$ cat config.mk
export PLATFORM = sky130hd
export DESIGN_NAME = vpu_llm_phase_sequencer_flat
export DESIGN_NICKNAME = d
export VERILOG_FILES = /design/src/rtl/vpu_llm_phase_sequencer_if.sv /design/src/rtl/vpu_llm_phase_sequencer.sv /design/src/flat_wrapper.sv
export SDC_FILE = /design/constraint.sdc
export NUM_CORES = 1
export LEC_CHECK = 0
export ABC_AREA = 1
export ABC_CLOCK_PERIOD_IN_PS = 2800
export CAP_MARGIN = 40
export CORE_UTILIZATION = 30
export DETAILED_ROUTE_END_ITERATION = 8
export GPL_TIMING_DRIVEN = 0
export PLACE_DENSITY = 0.52
export SLEW_MARGIN = 20
export SYNTH_ARGS = -nofsm -noshare
export SYNTH_HDL_FRONTEND = slang
export SYNTH_SLANG_ARGS = --single-unit
$ cat constraint.sdc
create_clock -name clk -period 2.8 [get_ports clk]
set_clock_uncertainty 0.05 [all_clocks]
set_input_delay 0.56 -clock clk [delete_from_list [all_inputs] [get_ports clk]]
set_output_delay 0.56 -clock clk [all_outputs]
set_load 0.03 [all_outputs]
$ cat src/rtl/vpu_llm_phase_sequencer_if.sv
// Issue/response port between the inference self-test sequencer and the VPU.
// The sequencer is the master: it offers operations and absorbs results.
interface vpu_llm_phase_sequencer_if #(
  parameter int DATA_W = 32
);
  logic              issue_valid;
  logic              issue_ready;
  logic [1:0]        issue_op;
  logic [15:0]       issue_idx;
  logic              rsp_valid;
  logic [DATA_W-1:0] rsp_data;

  modport master (
    output issue_valid,
    output issue_op,
    output issue_idx,
    input  issue_ready,
    input  rsp_valid,
    input  rsp_data
  );

  modport slave (
    input  issue_valid,
    input  issue_op,
    input  issue_idx,
    output issue_ready,
    output rsp_valid,
    output rsp_data
  );
endinterface

$ cat src/rtl/vpu_llm_phase_sequencer.sv
// Runs the GEMV / dot / MAC-stress self-test phases on the VPU, bounds in-flight
// operations, checksums results per phase and reports pass or fail with a cause.
module vpu_llm_phase_sequencer #(
  parameter int                DATA_W          = 32,
  parameter int                GEMV_OPS        = 16,
  parameter int                DOT_OPS         = 8,
  parameter int                STRESS_OPS      = 64,
  parameter int                MAX_OUTSTANDING = 4,
  parameter int                TIMEOUT_CYCLES  = 4096,
  parameter logic [DATA_W-1:0] GOLDEN_GEMV     = '0,
  parameter logic [DATA_W-1:0] GOLDEN_DOT      = '0,
  parameter logic [DATA_W-1:0] GOLDEN_STRESS   = '0
) (
  input  logic                             clk,
  input  logic                             rst_n,
  input  logic                             start,
  vpu_llm_phase_sequencer_if.master        vpu,
  output logic                             busy,
  output logic                             done,
  output logic                             pass,
  output logic                             fail,
  output logic [1:0]                       fail_phase,
  output logic [1:0]                       fail_code,
  output logic [31:0]                      total_ops,
  output logic [2:0]                       state_o
);

  typedef enum logic [2:0] {
    ST_IDLE  = 3'd0,
    ST_RUN   = 3'd1,
    ST_CHECK = 3'd2,
    ST_PASS  = 3'd3,
    ST_FAIL  = 3'd4
  } state_t;

  localparam int               OUT_W       = $clog2(MAX_OUTSTANDING + 1);
  localparam logic [OUT_W-1:0] OUT_MAX     = OUT_W'(MAX_OUTSTANDING);
  // Watchdog trips on the edge where it would reach TIMEOUT_CYCLES-1.
  localparam int               WD_LAST_INT = (TIMEOUT_CYCLES > 1) ? TIMEOUT_CYCLES - 2 : 0;
  localparam logic [31:0]      WD_LAST     = 32'(WD_LAST_INT);

  localparam logic [1:0] FC_MISMATCH = 2'd0;
  localparam logic [1:0] FC_TIMEOUT  = 2'd1;
  localparam logic [1:0] FC_SPURIOUS = 2'd2;

  state_t            state_q, state_d;
  logic [1:0]        phase_q, phase_d;
  logic [15:0]       issued_q, issued_d;
  logic [OUT_W-1:0]  outstanding_q, outstanding_d;
  logic [DATA_W-1:0] acc_q, acc_d;
  logic [31:0]       watchdog_q, watchdog_d;
  logic [31:0]       total_ops_q, total_ops_d;
  logic [1:0]        fail_phase_q, fail_phase_d;
  logic [1:0]        fail_code_q, fail_code_d;

  logic [15:0]       phase_len;
  logic [DATA_W-1:0] phase_golden;
  logic              issue_valid_w;
  logic              handshake;
  logic              rsp_w;

  always_comb begin
    phase_len    = '0;
    phase_golden = '0;
    case (phase_q)
      2'd0: begin
        phase_len    = 16'(GEMV_OPS);
        phase_golden = GOLDEN_GEMV;
      end
      2'd1: begin
        phase_len    = 16'(DOT_OPS);
        phase_golden = GOLDEN_DOT;
      end
      2'd2: begin
        phase_len    = 16'(STRESS_OPS);
        phase_golden = GOLDEN_STRESS;
      end
      default: begin
        phase_len    = '0;
        phase_golden = '0;
      end
    endcase
  end

  // Offer is decoded from registers only so issue_ready never loops back.
  assign issue_valid_w = (state_q == ST_RUN) && (issued_q < phase_len) &&
                         (outstanding_q < OUT_MAX);
  assign handshake     = issue_valid_w && vpu.issue_ready;
  assign rsp_w         = vpu.rsp_valid;

  assign vpu.issue_valid = issue_valid_w;
  assign vpu.issue_op    = phase_q;
  assign vpu.issue_idx   = issued_q;

  always_comb begin
    state_d       = state_q;
    phase_d       = phase_q;
    issued_d      = issued_q;
    outstanding_d = outstanding_q;
    acc_d         = acc_q;
    watchdog_d    = watchdog_q;
    total_ops_d   = total_ops_q;
    fail_phase_d  = fail_phase_q;
    fail_code_d   = fail_code_q;

    case (state_q)
      ST_IDLE, ST_PASS, ST_FAIL: begin
        if (start) begin
          state_d       = ST_RUN;
          phase_d       = '0;
          issued_d      = '0;
          outstanding_d = '0;
          acc_d         = '0;
          watchdog_d    = '0;
          total_ops_d   = '0;
          fail_phase_d  = '0;
          fail_code_d   = '0;
        end
      end

      ST_RUN: begin
        if (rsp_w && (outstanding_q == '0)) begin
          state_d      = ST_FAIL;
          fail_phase_d = phase_q;
          fail_code_d  = FC_SPURIOUS;
        end else if ((issued_q == phase_len) && (outstanding_q == '0)) begin
          state_d = ST_CHECK;
        end else begin
          if (handshake) begin
            issued_d = issued_q + 16'd1;
          end
          if (rsp_w) begin
            acc_d       = acc_q + vpu.rsp_data;
            total_ops_d = total_ops_q + 32'd1;
          end
          case ({handshake, rsp_w})
            2'b10:   outstanding_d = outstanding_q + 1'b1;
            2'b01:   outstanding_d = outstanding_q - 1'b1;
            default: outstanding_d = outstanding_q;
          endcase
          if (handshake || rsp_w) begin
            watchdog_d = '0;
          end else if (watchdog_q == WD_LAST) begin
            state_d      = ST_FAIL;
            fail_phase_d = phase_q;
            fail_code_d  = FC_TIMEOUT;
          end else begin
            watchdog_d = watchdog_q + 32'd1;
          end
        end
      end

      ST_CHECK: begin
        if (acc_q != phase_golden) begin
          state_d      = ST_FAIL;
          fail_phase_d = phase_q;
          fail_code_d  = FC_MISMATCH;
        end else if (phase_q == 2'd2) begin
          state_d = ST_PASS;
        end else begin
          state_d    = ST_RUN;
          phase_d    = phase_q + 2'd1;
          issued_d   = '0;
          acc_d      = '0;
          watchdog_d = '0;
        end
      end

      default: state_d = ST_IDLE;
    endcase
  end

  always_ff @(posedge clk) begin
    if (!rst_n) begin
      state_q       <= ST_IDLE;
      phase_q       <= '0;
      issued_q      <= '0;
      outstanding_q <= '0;
      acc_q         <= '0;
      watchdog_q    <= '0;
      total_ops_q   <= '0;
      fail_phase_q  <= '0;
      fail_code_q   <= '0;
    end else begin
      state_q       <= state_d;
      phase_q       <= phase_d;
      issued_q      <= issued_d;
      outstanding_q <= outstanding_d;
      acc_q         <= acc_d;
      watchdog_q    <= watchdog_d;
      total_ops_q   <= total_ops_d;
      fail_phase_q  <= fail_phase_d;
      fail_code_q   <= fail_code_d;
    end
  end

  assign busy       = (state_q == ST_RUN) || (state_q == ST_CHECK);
  assign done       = (state_q == ST_PASS) || (state_q == ST_FAIL);
  assign pass       = (state_q == ST_PASS);
  assign fail       = (state_q == ST_FAIL);
  assign fail_phase = fail_phase_q;
  assign fail_code  = fail_code_q;
  assign total_ops  = total_ops_q;
  assign state_o    = state_q;

endmodule

$ cat src/flat_wrapper.sv
// flat-port wrapper written by rule: the top's interface ports become plain ports
module vpu_llm_phase_sequencer_flat 
#(
  parameter int                DATA_W          = 32,
  parameter int                GEMV_OPS        = 16,
  parameter int                DOT_OPS         = 8,
  parameter int                STRESS_OPS      = 64,
  parameter int                MAX_OUTSTANDING = 4,
  parameter int                TIMEOUT_CYCLES  = 4096,
  parameter logic [DATA_W-1:0] GOLDEN_GEMV     = '0,
  parameter logic [DATA_W-1:0] GOLDEN_DOT      = '0,
  parameter logic [DATA_W-1:0] GOLDEN_STRESS   = '0
)
  (clk, rst_n, start, busy, done, pass, fail, fail_phase, fail_code, total_ops, state_o, vpu_issue_valid, vpu_issue_op, vpu_issue_idx, vpu_issue_ready, vpu_rsp_valid, vpu_rsp_data);
  vpu_llm_phase_sequencer_if #(.DATA_W(DATA_W)) vpu_i ();
  input  logic clk;
  input  logic rst_n;
  input  logic start;
  output logic busy;
  output logic done;
  output logic pass;
  output logic fail;
  output logic [1:0] fail_phase;
  output logic [1:0] fail_code;
  output logic [31:0] total_ops;
  output logic [2:0] state_o;
  output wire logic [$bits(vpu_i.issue_valid)-1:0] vpu_issue_valid;
  output wire logic [$bits(vpu_i.issue_op)-1:0] vpu_issue_op;
  output wire logic [$bits(vpu_i.issue_idx)-1:0] vpu_issue_idx;
  input wire logic [$bits(vpu_i.issue_ready)-1:0] vpu_issue_ready;
  input wire logic [$bits(vpu_i.rsp_valid)-1:0] vpu_rsp_valid;
  input wire logic [$bits(vpu_i.rsp_data)-1:0] vpu_rsp_data;
  assign vpu_issue_valid = vpu_i.issue_valid;
  assign vpu_issue_op = vpu_i.issue_op;
  assign vpu_issue_idx = vpu_i.issue_idx;
  assign vpu_i.issue_ready = vpu_issue_ready;
  assign vpu_i.rsp_valid = vpu_rsp_valid;
  assign vpu_i.rsp_data = vpu_rsp_data;
  vpu_llm_phase_sequencer #(.DATA_W(DATA_W), .GEMV_OPS(GEMV_OPS), .DOT_OPS(DOT_OPS), .STRESS_OPS(STRESS_OPS), .MAX_OUTSTANDING(MAX_OUTSTANDING), .TIMEOUT_CYCLES(TIMEOUT_CYCLES), .GOLDEN_GEMV(GOLDEN_GEMV), .GOLDEN_DOT(GOLDEN_DOT), .GOLDEN_STRESS(GOLDEN_STRESS)) u_core (.clk(clk), .rst_n(rst_n), .start(start), .vpu(vpu_i), .busy(busy), .done(done), .pass(pass), .fail(fail), .fail_phase(fail_phase), .fail_code(fail_code), .total_ops(total_ops), .state_o(state_o));
endmodule
==> impl_metrics.csv <==
group,metric,value,unit
outcome,status,"complete, no violations",
synthesis,syn_area,9760,sq um
synthesis,syn-num-nets,1748,
grt,grt_pass1_wl,52.8,mm
clocking,htreeDepth,4,
clocking,cts.root.buffer_cell,"clkbuf_16",
critical_path,worst-path-max-fanout,10,
timing,fin_crit_sh,0.955,
floorplanning,initial_core_util,0.307,
place,finalWeightedCongestion,0.941,
synthesis,syn_avg_cell_area,5.86,sq um
grt,use_met3,0.0331,
clocking,cts_buffers,17,
final_layout,n_antenna_cell,0,
critical_path,cp_common_cell,"buf_4",
routing,firstDrtPassIters,7,
timing,rsz0062_at_grt,"no",
grt,first_global_vias,9975,
routing,vias,10600,
final_layout,syn_to_final_growth,22.6,%
power_and_ir_drop,leakagePower,4.81,nW
routing,vias_per_cell,4.73,
flow_run,maxCapViolations,0,
critical_path,critPathRequiredTime,2.19,ns
routing,drt-initial-drc-count,702,
timing,setup_ws,0.125,ns
floorplanning,dieWidth,182,um
synthesis,ys.warnings.count,0,
critical_path,cp-end-kind,"primary output",
place,port-buffer-count,98,
timing,drv_slew,0,
power_and_ir_drop,p_per_area,495,nW/um^2
clocking,cts_tree,"built",
critical_path,reg2regPathDepth,15,
routing,wl,33.0,mm
grt,gr-usage-all-layers,0.203,
min_path,hold_path.class,"reg -> reg",
grt,use_met1,0.278,
grt,antenna_found_initial,0,
final_layout,nets,1870,
routing,postRouteAntennaNets,0,
grt,grt_overflow,0,
final_layout,final_cells,2235,
synthesis,synth-seq-cells,124,
timing,finalSetupViolations,0,
place,dp.cells,2199,
synthesis,ys_seq_area_frac,0.254,
clocking,ctsLongestPathBuffers,2,
critical_path,crit_path_start_kind,"flip-flop",
power_and_ir_drop,p_total,5.93,mW
floorplanning,die_h,182,um
critical_path,critical_path.max_stage_delay,0.35,ns
timing,tightest_slew,0.789,ns
min_path,min_path_cells,2,
place,pre_cts_slack,-0.292,ns
timing,maxSlewHeadroom,0.474,
floorplanning,core_area,31800,sq um
floorplanning,die_area,33300,sq um
power_and_ir_drop,vdd_ir_drop_max,0.000431,V
clocking,clock_latency,0.44,ns
timing,fin_tns_setup,0,ns
critical_path,cp_cell_sequence,"inv_2 > nand2_2 > nor2_4 > inv_1 > buf_4 > buf_4 > nand2_1 > clkbuf_4",
final_layout,drive_gt1_frac,0.0733,
place,dp_hpwl,26.3,mm
clocking,cts.clk_slew.worst_paths,0.06,ns
routing,post-route-drc-count,0,
critical_path,crit_type,"reg -> out",
clocking,cts.sinks,124,
timing,worst_hold_slack,0.405,ns
critical_path,worstPathArrival,2.06,ns
floorplanning,num_rows,65,
routing,wl_per_cell,14.7,um
grt,grt_max_degree,17,
grt,met2_usage,0.324,
timing,hold_viol,0,
synthesis,synth_cell_type_count,36,
timing,period_minus_slack,2.67,ns
timing,max_freq,374,MHz
critical_path,cpMaxStageDelayCell,"dfxtp_2",
floorplanning,io_pins,99,
synthesis,synth_cells,1665,
grt,top_usage_layer,"met2",
## worst max-delay path, delay by kind of cell, from the launching register on
| family | cells | cell delay [ns] |
|---|---|---|
| buffers and inverters | 5 | 0.84 |
| AND/OR/NAND/NOR | 3 | 0.44 |
| flip-flops | 1 | 0.35 |
## synth_stat cells
library cell / number / area (sq um)
a21boi_0: 1 / 7.51
a21o_1: 2 / 15.0
a21oi_1: 130 / 651
a21oi_2: 8 / 70.1
and2_1: 3 / 18.8
buf_2: 10 / 50.1
buf_4: 3 / 22.5
buf_6: 9 / 101
clkbuf_1: 22 / 82.6
dfxtp_1: 124 / 2480
fa_1: 2 / 40.0
ha_1: 44 / 551
inv_1: 175 / 657
inv_2: 9 / 33.8
inv_4: 1 / 6.26
nand2_1: 563 / 2110
nand2_2: 3 / 18.8
nand2_4: 2 / 22.5
nand3_1: 107 / 536
nand3_2: 6 / 60.1
nand3b_1: 4 / 30.0
nand4_1: 31 / 194
nor2_1: 263 / 987
nor2_2: 4 / 25.0
nor2_4: 6 / 67.6
nor2_8: 2 / 40.0
nor3_1: 35 / 175
nor3b_1: 1 / 7.51
nor4_1: 11 / 68.8
o21ai_0: 18 / 90.1
o21ai_2: 3 / 26.3
o21bai_1: 9 / 67.6
o22ai_1: 1 / 6.26
or2_2: 12 / 75.1
xnor2_1: 3 / 26.3
xor2_1: 38 / 333
## registers in the layout (all words and copies together), names as in the netlist
register              flops
u_core.acc_q             32
u_core.fail_phase         2
u_core.state_o            3
u_core.fail_code          2
u_core.vpu.issue_idx     16
u_core.watchdog_q        32
u_core.outstanding_q      3
u_core.vpu.issue_op       2
u_core.total_ops         32
## cell families (layout without fill, tap and decap cells)
logic type,count (synthesis),in the layout,synth area share
adder cells (fa/ha/maj),46,46,0.0605
buffers and inverters,229,364,0.0977
AND/OR/NAND/NOR,1053,1053,0.455
AO/OA/AOI/OAI,172,172,0.0957
XOR/XNOR,41,41,0.0368
flip-flops,124,124,0.254
## area by class of cell
class / instances / area (sq um)
plain buffers: 44 / 265
multi-input cells: 1312 / 6390
repair buffers: 103 / 1010
flip-flops and latches: 124 / 2490
clock inverters: 11 / 93.8
inverters: 185 / 699
well taps: 435 / 544
clock buffers: 21 / 470
fillers: 3512 / 19800
## repair_timing
item                                    in CTS  in global routing
hold buffers                                 0                  0
endpoints found under the setup margin      35                 36
pin swaps                                    1                  5
setup buffers                                0                  4
resized for setup                           17                 16
cloned                                       0                  0
## report_power, final
group	total [mW]	internal [mW]	switching, mW	leakage (nW)
Clock	2.20	1.28	0.919	0.271
Combinational	1.81	0.595	1.22	3.54
Sequential	1.91	1.84	0.0756	1.00
Total	5.93	3.71	2.21	4.81
## per-layer routing
metal | part of all wire | up-vias
met5 | 0 | -
met4 | 0.018 | 0
met3 | 0.040 | 35
met2 | 0.44 | 217
met1 | 0.50 | 4793
li1 | - | 5519
## layout by cell type (no fill, tap or decap), drive strengths merged, types with 11 or more instances in the layout
master	instances
buf	28
xor2	38
nor3	35
nor2	275
clkdlybuf4s50	96
nand3	113
a21oi	138
inv	185
ha	44
o21ai	21
nand2	568
nand4	31
nor4	11
or2	12
dfxtp	124
clkbuf	44
## through the flow
step	instance area [sq um]	utilization
floorplan	9770	-
global placement	11300	0.355
detailed placement	11300	0.355
CTS	11900	0.373
global route	12000	0.376
finish	12000	0.376
## path summary, 6_finish.rpt
kind / slack, ns / from / endpoint
setup / recovery: 0.13 / u_core.state_o[2] / busy
hold / removal: 0.40 / u_core.vpu.issue_idx[11] / u_core.vpu.issue_idx[11]
setup reg to reg: 0.22 / u_core.vpu.issue_op[1] / u_core.outstanding_q[2]
hold reg to reg: 0.40 / u_core.vpu.issue_idx[11] / u_core.vpu.issue_idx[11]
No activity file was read; power rests on OpenSTA's default activity.
